<file path="src/rtl/mem_dump_reader.sv">
// Debug-side data-memory dump engine: reads words 0..count-1 through a synchronous
// read port and streams each one MSB-first as bytes over a valid/ready handshake.
module mem_dump_reader #(
  parameter int NB_ADDR   = 32,
  parameter int NB_DATA   = 32,
  parameter int NB_BYTE   = 8,
  parameter int MEM_DEPTH = 256,
  parameter int NB_CNT    = 9
) (
  input  logic               i_clock,
  input  logic               i_reset,
  input  logic               i_start,
  input  logic [NB_CNT-1:0]  i_word_count,
  output logic               o_mem_read_en,
  output logic [NB_ADDR-1:0] o_mem_addr,
  input  logic [NB_DATA-1:0] i_mem_data,
  output logic [NB_BYTE-1:0] o_tx_data,
  output logic               o_tx_valid,
  input  logic               i_tx_ready,
  output logic               o_busy,
  output logic               o_done
);

  typedef enum logic [2:0] {
    IDLE,
    READ,
    WAIT,
    SEND,
    DONE
  } state_t;

  localparam logic [NB_CNT-1:0] DEPTH_CNT = NB_CNT'(MEM_DEPTH);

  state_t             r_state;
  state_t             w_next_state;
  logic [NB_CNT-1:0]  r_count;
  logic [NB_CNT-1:0]  r_word_idx;
  logic [1:0]         r_byte_idx;
  logic [NB_DATA-1:0] r_shift;

  logic [NB_CNT-1:0]  w_clamped;
  logic               w_xfer;
  logic               w_last_byte;
  logic               w_last_word;

  // Requests longer than the memory are clipped so the word index cannot run off the end
  assign w_clamped   = (i_word_count > DEPTH_CNT) ? DEPTH_CNT : i_word_count;
  assign w_xfer      = (r_state == SEND) && i_tx_ready;
  assign w_last_byte = (r_byte_idx == 2'd3);
  assign w_last_word = (r_word_idx == (r_count - NB_CNT'(1)));

  always_ff @(posedge i_clock or negedge i_reset) begin
    if (!i_reset) begin
      r_state <= IDLE;
    end else begin
      r_state <= w_next_state;
    end
  end

  always_comb begin
    w_next_state  = r_state;
    o_mem_read_en = 1'b0;
    o_mem_addr    = '0;
    o_tx_valid    = 1'b0;
    o_tx_data     = '0;
    o_busy        = 1'b1;
    o_done        = 1'b0;

    case (r_state)
      IDLE: begin
        o_busy = 1'b0;
        if (i_start) begin
          w_next_state = (w_clamped == '0) ? DONE : READ;
        end
      end
      READ: begin
        o_mem_read_en = 1'b1;
        o_mem_addr    = NB_ADDR'({r_word_idx, 2'b00});
        w_next_state  = WAIT;
      end
      WAIT: begin
        w_next_state = SEND;
      end
      SEND: begin
        o_tx_valid = 1'b1;
        case (r_byte_idx)
          2'd0:    o_tx_data = r_shift[4*NB_BYTE-1 -: NB_BYTE];
          2'd1:    o_tx_data = r_shift[3*NB_BYTE-1 -: NB_BYTE];
          2'd2:    o_tx_data = r_shift[2*NB_BYTE-1 -: NB_BYTE];
          default: o_tx_data = r_shift[NB_BYTE-1 -: NB_BYTE];
        endcase
        if (w_xfer && w_last_byte) begin
          w_next_state = w_last_word ? DONE : READ;
        end
      end
      DONE: begin
        o_done       = 1'b1;
        w_next_state = IDLE;
      end
      default: begin
        w_next_state = IDLE;
      end
    endcase
  end

  // Memory data is captured at the end of WAIT, one cycle after the READ strobe
  always_ff @(posedge i_clock or negedge i_reset) begin
    if (!i_reset) begin
      r_count    <= '0;
      r_word_idx <= '0;
      r_byte_idx <= '0;
      r_shift    <= '0;
    end else begin
      case (r_state)
        IDLE: begin
          if (i_start) begin
            r_count    <= w_clamped;
            r_word_idx <= '0;
          end
        end
        WAIT: begin
          r_shift    <= i_mem_data;
          r_byte_idx <= '0;
        end
        SEND: begin
          if (w_xfer) begin
            if (!w_last_byte) begin
              r_byte_idx <= r_byte_idx + 2'd1;
            end else if (!w_last_word) begin
              r_word_idx <= r_word_idx + NB_CNT'(1);
            end
          end
        end
        default: begin
        end
      endcase
    end
  end

endmodule

</file>
<file path="config.mk">
export PLATFORM = sky130hd
export DESIGN_NAME = mem_dump_reader
export DESIGN_NICKNAME = d
export VERILOG_FILES = /design/src/rtl/mem_dump_reader.sv
export SDC_FILE = /design/constraint.sdc
export NUM_CORES = 1
export LEC_CHECK = 0
export ABC_CLOCK_PERIOD_IN_PS = 2670
export CORE_AREA = 2 2 81 90
export CTS_CLUSTER_SIZE = 28
export DETAILED_ROUTE_END_ITERATION = 8
export DIE_AREA = 0 0 83 92
export PLACE_DENSITY = 0.79
export REMOVE_ABC_BUFFERS = 1
export SLEW_MARGIN = 20
export SYNTH_ARGS = -nofsm -noshare
export SYNTH_HDL_FRONTEND = slang
export SYNTH_SLANG_ARGS = --single-unit
</file>
<file path="constraint.sdc">
create_clock -name i_clock -period 2.67 [get_ports i_clock]
set_input_delay 0.4005 -clock i_clock [delete_from_list [all_inputs] [get_ports i_clock]]
set_output_delay 0.4005 -clock i_clock [all_outputs]
set_load 0.005 [all_outputs]
</file>
==> results.yml, run 1 <==
pwr:
  p_switching_w: 0.00141
  clockPowerShare: 0.116
  p_leak_nw: 1.68
  switching_share: 0.368
  ir_drop_uv: 570
  p_per_area_nw_per_um2: 981
  power_frac_seq: 0.391
  combPwrFrac: 0.493
  p_int_w: 0.00242
clock_tree:
  cts-root-buf: "clkbuf_8"
  numCtsBuffers: 5
  clkTransAtPathRegs_ns: 0.09
  h-tree-depth: 2
  cts_tree: "yes"
  cts_buffer_depth: 2
  clock-sinks: 55
  postCtsSetupRepairBufs: 0
  worstSkewPairLatency_ns: 0.30
yosys:
  synth_seq_cells: 55
  yosys.area_share.simple: 0.172
  synth_top_cell_area_share: 0.438
  synth_area_per_cell_um2: 10.1
  synthMuxAreaShare: 0.115
  synth_area_leaders: "dfrtp_1, mux2_2, buf_4, nor2_1, a222oi_1"
  yosysMostFrequentCell: "dfrtp_1"
  synthFlopType: "dfrtp_1"
  synth_commonest_cells: "dfrtp_1, mux2_2, nor2_1"
  yosys_warnings: 0
  yosysUniqueCellTypes: 46
  synth-edff-count: 0
  synth_top_family_by_area: "simple AND/OR/NAND/NOR gates"
  syn_area_um2: 3140
  yosys.area_share.adder: 0.0239
  synth_xor_area_frac: 0.0446
  synth_compound_gate_area_share: 0.114
  synth-seq-area-share: 0.438
  synth_top_area_cell: "dfrtp_1"
  syn_inst: 311
  async_reset_ff_frac: 1.00
global_routing:
  globalRouteOverflowTotal: 0
  grt_pass1_wl_mm: 11.4
  grt_antenna_before_repair: 0
  grt_max_degree: 56
  grt_pass1_vias: 2388
  grt_util_all_layers: 0.181
cells_and_area:
  antenna-diode-count: 0
  seq_area_um2: 1380
  fin_util: 0.571
  nets: 424
  fin_cells: 459
  fillers: 591
  fin_area_um2: 3910
  multiInputGateArea_um2: 1590
  area_delta_synth_final_pct: 24.4
  drive_gt1_frac: 0.163
sta:
  drv_slew: 0
  max_slew_margin: 0.537
  post-route-period-util: 0.941
  final.min_clock_period_ns: 2.51
  fin_tns_setup_ns: 0
  worst_slack_ns: 0.158
  tightest_slew_ns: 0.695
  fmax_mhz: 398
  hold_viol_final: 0
  finClkSkew_ns: 0.00432
  setup_viol: 0
setup_path:
  critPathCaptureType: "output pin"
  rrSetupSlack_ns: 0.37
  crit_type: "register to output pin"
  crit_fanout: 8
  regToRegStartpoint: "r_count[0]"
  cp.arrival_ns: 2.11
  reg2reg_depth: 8
  startpoint: "r_byte_idx[1]"
  critical_path.endpoint: "o_tx_data[1]"
  critPathLaunchType: "register"
  crit_required_ns: 2.27
  reg2reg_to: "r_word_idx[8]"
drt:
  viasPerCell: 5.42
  top_layer: "met4"
  drtIter0Drc: 167
  routed-wl-met3_um: 425
  drt_first_pass_iters: 5
  wl_met2_mm: 3.45
  drt_wl_total_mm: 6.90
  drc: 0
  postRouteAntennaNets: 0
  vias: 2489
  wl_per_cell_um: 15.0
  drt-met1-wl_mm: 2.97
die:
  placementRows: 32
  dieHeight_um: 92
  initial_utilization: 0.459
  ioPinCount: 89
  core_area_um2: 6850
  fp.dieW_um: 83
  dieArea_um2: 7640
placed_design:
  hpwl_mm: 5.05
  placed_area_um2: 3800
  port-buffer-count: 65
  dpl.cell_count: 451
  globalplace.congestion: 0.805
  place_ws_ns: 0.397
status:
  outcome: "finished clean"
run:
  cap_violations: 0
hold_path:
  hold_class: "input pin to async pin"
==> worst min-delay path by stage <==
stage,endpoint,slack (ns),cells after the start
after global placement,r_count[8],0.48,2
after global routing,r_shift[8],0.30,2
final,r_shift[21],0.22,2
after floorplan,r_byte_idx[0],0.10,0
after CTS,r_shift[16],0.24,2
after detailed placement,r_count[8],0.49,2
==> critical path, stage by stage (launching register included) <==
cell and delay (ns):
dfrtp_2 0.46, inv_1 0.15, ha_2 0.32, a222oi_1 0.10
nor2_1 0.11, a21oi_1 0.05, nor2_1 0.11, clkdlybuf4s50_1 0.51
==> power groups by stage <==
| stage | sequential (W) | combinational, W | clock, W |
|---|---|---|---|
| 2_1_floorplan | 0.00140 | 0.00124 | 0 |
| 3_3_place_gp | 0.00149 | 0.00179 | 0 |
| 3_5_place_dp | 0.00150 | 0.00185 | 0 |
| 4_1_cts | 0.00149 | 0.00186 | 0.000461 |
| 5_1_grt | 0.00154 | 0.00209 | 0.000487 |
| 6_report | 0.00150 | 0.00189 | 0.000445 |
==> sequential cells by signal, summed over array words and instances, names as in the netlist <==
name	flops
r_shift	32
r_count	9
r_word_idx	9
r_state	3
r_byte_idx	2
==> layout by cell type, fill, tap and decap left out, types with 2 or more instances in the layout <==
cell,n
clkdlybuf4s50_1,64
dfrtp_1,53
mux2_2,32
nor2_1,30
conb_1,23
nand2_1,14
a21oi_1,14
o21ai_0,12
inv_1,11
xor2_1,9
nor3_1,8
and2_1,8
a222oi_1,8
buf_4,8
nand2b_1,7
xnor2_1,7
nor4_1,5
nand3b_1,5
clkbuf_8,5
nand3_1,4
and3_1,3
ha_1,3
and3b_1,2
o211ai_1,2
a21o_1,2
o2111ai_1,2
o22ai_1,2
or3_1,2
ha_4,2
clkbuf_1,2
dfrtp_2,2
==> layer usage <==
| metal | global-route usage | vias up |
|---|---|---|
| met2 | 0.299 | 96 |
| li1 | - | 1170 |
| met1 | 0.240 | 1216 |
| met3 | 0.0378 | 7 |
| met4 | 0.0546 | 0 |
| met5 | 0 | - |
==> cell type report <==
cell class,instances,area share
multi-input combinational,226,0.407
sequential,55,0.353
timing repair buffer,73,0.181
tap,85,0.0272
clock buffer,7,0.0195
inverter,12,0.0115
clock inverter,1,0.00128
==> metrics by stage <==
stage / power [W] / hold slack, ns
2_1_floorplan: 0.00264 / 0.105
3_3_place_gp: 0.00328 / 0.480
4_1_cts: 0.00381 / 0.239
6_report: 0.00383 / 0.220
5_1_grt: 0.00412 / 0.296
3_5_place_dp: 0.00335 / 0.493
==> timing repair <==
| action | CTS | global route |
|---|---|---|
| endpoints found under the setup margin | 0 | 7 |
| gates resized for setup | 0 | 8 |
| hold buffers | 0 | 0 |
==> logic make-up (layout without fill, tap and decap cells) <==
family | Yosys count | in the layout
simple gates | 97 | 97
flops | 55 | 55
compound gates | 52 | 52
buf+inv | 52 | 93
mux | 32 | 32
xor+xnor | 16 | 16
fa+ha+maj | 6 | 6
other cells | 1 | 23
Note: power is estimated with default switching activity, not from simulation.
==> run 2: changes to the inputs <==
--- a/config.mk
+++ b/config.mk
@@ -6,11 +6,14 @@
 export NUM_CORES = 1
 export LEC_CHECK = 0
 export ABC_CLOCK_PERIOD_IN_PS = 2670
-export CORE_AREA = 2 2 81 90
+export CELL_PAD_IN_SITES_DETAIL_PLACEMENT = 0
+export CELL_PAD_IN_SITES_GLOBAL_PLACEMENT = 1
+export CORE_AREA = 2 2 93 103
 export CTS_CLUSTER_SIZE = 28
 export DETAILED_ROUTE_END_ITERATION = 8
-export DIE_AREA = 0 0 83 92
-export PLACE_DENSITY = 0.79
+export DIE_AREA = 0 0 95 105
+export PLACE_DENSITY_LB_ADDON = 0.1
+export RECOVER_POWER = 25
 export REMOVE_ABC_BUFFERS = 1
 export SLEW_MARGIN = 20
 export SYNTH_ARGS = -nofsm -noshare
==> run 2 against run 1 <==
Net effect:
- the flow now finishes with violations (capacitance limit, slew limit)
- largest power group unchanged
- worst setup slack improved by 0.0066 ns
- final area rose by 1.2%
- clock power is 9.7% higher
- critical endpoint is now o_tx_data[5]
- non-clock buffer count up 2
- critical path type unchanged
- sequential power hardly changed
- register-to-register slack better by 0.11 ns
- clock skew grew 0.0047 ns
==> results.yml, run 2 (synthesis results as in run 1) <==
global_routing:
  globalRouteOverflowTotal: 0
  grt_pass1_wl_mm: 11.9
  grt_max_degree: 34
  grt_antenna_before_repair: 0
  grt_util_all_layers: 0.151
  grt_pass1_vias: 2422
cells_and_area:
  antenna-diode-count: 0
  fin_util: 0.446
  reg_top3: "r_shift (32), r_count (9), r_word_idx (9)"
  nets: 426
  drive_gt1_frac: 0.162
  largest_register_ffs: 32
  top_register: "r_shift"
  final_cell_mix: "clkdlybuf4s50_1, dfrtp_1, mux2_2"
  fillers: 892
  area_delta_synth_final_pct: 25.9
  layout.cells.most_common: "clkdlybuf4s50_1"
drt:
  drtIter0Drc: 87
  wl_per_cell_um: 15.1
  drt_first_pass_iters: 4
  vias: 2436
  drc: 0
  viasPerCell: 4.97
  drt_wl_total_mm: 7.41
  postRouteAntennaNets: 0
  top_layer: "met4"
  routed-wl-met3_um: 384
  wl_met2_mm: 3.76
  drt-met1-wl_mm: 3.19
hold_path:
  hold_class: "register to register"
  worstHoldEndpoint: "r_count[8]"
  hold_start: "r_count[8]"
  hold_depth: 2
pwr:
  p_leak_nw: 1.68
  ir_drop_uv: 491
  total_power_w: 0.00386
  p_per_area_nw_per_um2: 977
sta:
  post-route-period-util: 0.938
  final.min_clock_period_ns: 2.51
  rsz0062_at_grt: "true"
  drv_slew: 34
  worst_slack_ns: 0.164
  max_slew_margin: -0.195
  hold_viol_final: 0
  setup_viol: 0
  tightest_slew_ns: 1.79
  fin_tns_setup_ns: 0
  finClkSkew_ns: 0.00901
  hold_slack_ns: 0.508
  fmax_mhz: 399
setup_path:
  cpPeakStageDelay_ns: 0.51
  crit_required_ns: 2.27
  reg2reg_depth: 8
  path_cells: "inv_1 -> ha_2 -> a222oi_1 -> nor2_1 -> a21oi_1 -> nor2_1 -> clkdlybuf4s50_1"
  crit_path_top_delay_cell: "clkdlybuf4s50_1"
  rrSetupSlack_ns: 0.48
  critPathLaunchType: "register"
  critPathCaptureType: "output pin"
  crit_fanout: 8
  crit_top_cell: "nor2_1"
  cp.arrival_ns: 2.11
  reg2reg_to: "r_word_idx[6]"
  regToRegStartpoint: "r_count[0]"
  crit_type: "register to output pin"
placed_design:
  globalplace.congestion: 0.787
  hpwl_mm: 5.48
  place_ws_ns: 0.353
  port-buffer-count: 65
run:
  cap_violations: 1
clock_tree:
  cts_tree: "yes"
  worstSkewPairLatency_ns: 0.31
  clkTransAtPathRegs_ns: 0.10
  cts-root-buf: "clkbuf_8"
  h-tree-depth: 2
  numCtsBuffers: 5
  cts_buffer_depth: 2
  cts_hold_buf: 0
  clock-sinks: 55
die:
  fp.dieW_um: 95
  placementRows: 36
  core_area_um2: 8870
  dieArea_um2: 9980
  ioPinCount: 89
  dieHeight_um: 105
  initial_utilization: 0.354
status:
  outcome: "finished, violations left"
  violations: "capacitance limit, slew limit"
-- run 2: changes by cell type in the layout (fill, tap and decap cells not counted), sizes merged --
cell / change
clkinv: -1
inv: +1
clkinvlp: +2
-- run 2: critical path, delay by kind of cell (launching register included) --
family / cells / cell delay [ns]
AND/OR/NAND/NOR: 2 / 0.23
buffers and inverters: 2 / 0.65
AO/OA/AOI/OAI: 2 / 0.15
flip-flops: 1 / 0.43
adder cells (fa/ha/maj): 1 / 0.32
-- run 2: routing by layer --
| metal | GRT usage | up-vias |
|---|---|---|
| li1 | - | 1171 |
| met1 | 0.189 | 1186 |
| met2 | 0.261 | 71 |
| met3 | 0.0353 | 8 |
| met4 | 0.0373 | 0 |
| met5 | 0 | - |
-- run 2: worst max-delay path by stage --
stage / from / end / slack [ns] / depth (start not counted)
after floorplan: r_state[2] / r_shift[0] / 0.12 / 3
after global placement: r_byte_idx[0] / o_tx_data[4] / 0.39 / 7
after detailed placement: r_byte_idx[0] / o_tx_data[4] / 0.35 / 7
after CTS: r_byte_idx[0] / o_tx_data[4] / 0.008 / 7
after global routing: r_byte_idx[1] / o_tx_data[3] / -0.02 / 7
final: r_byte_idx[1] / o_tx_data[5] / 0.16 / 7
-- run 2: what timing repair did --
item	in CTS	in global routing
setup buffers	0	1
resized for setup	1	4
setup endpoints to repair	1	8
pin swaps	0	1
-- run 2: layout make-up --
| cell class | instances | area [um^2] | area share |
|---|---|---|---|
| well taps | 114 | 143 | 0.0361 |
| inverters | 12 | 45.0 | 0.0114 |
| clock inverters | 3 | 23.8 | 0.00601 |
| flip-flops and latches | 55 | 1380 | 0.348 |
| multi-input cells | 226 | 1580 | 0.400 |
| repair buffers | 75 | 716 | 0.181 |
| clock buffers | 5 | 68.8 | 0.0174 |
-- run 2: report_power, final --
part	total [W]	internal [W]	switching (W)
sequential	0.00148	0.00118	0.000293
combinational	0.00190	0.00105	0.000849
clock	0.000488	0.000189	0.000299
total	0.00386	0.00242	0.00144
-- run 2: through the flow --
stage | area, um^2 | std cells
3_5_place_dp | 3840 | 481
2_1_floorplan | 2980 | 293
5_1_grt | 3950 | 490
6_report | 3950 | 490
4_1_cts | 3940 | 489
3_3_place_gp | 3840 | 481
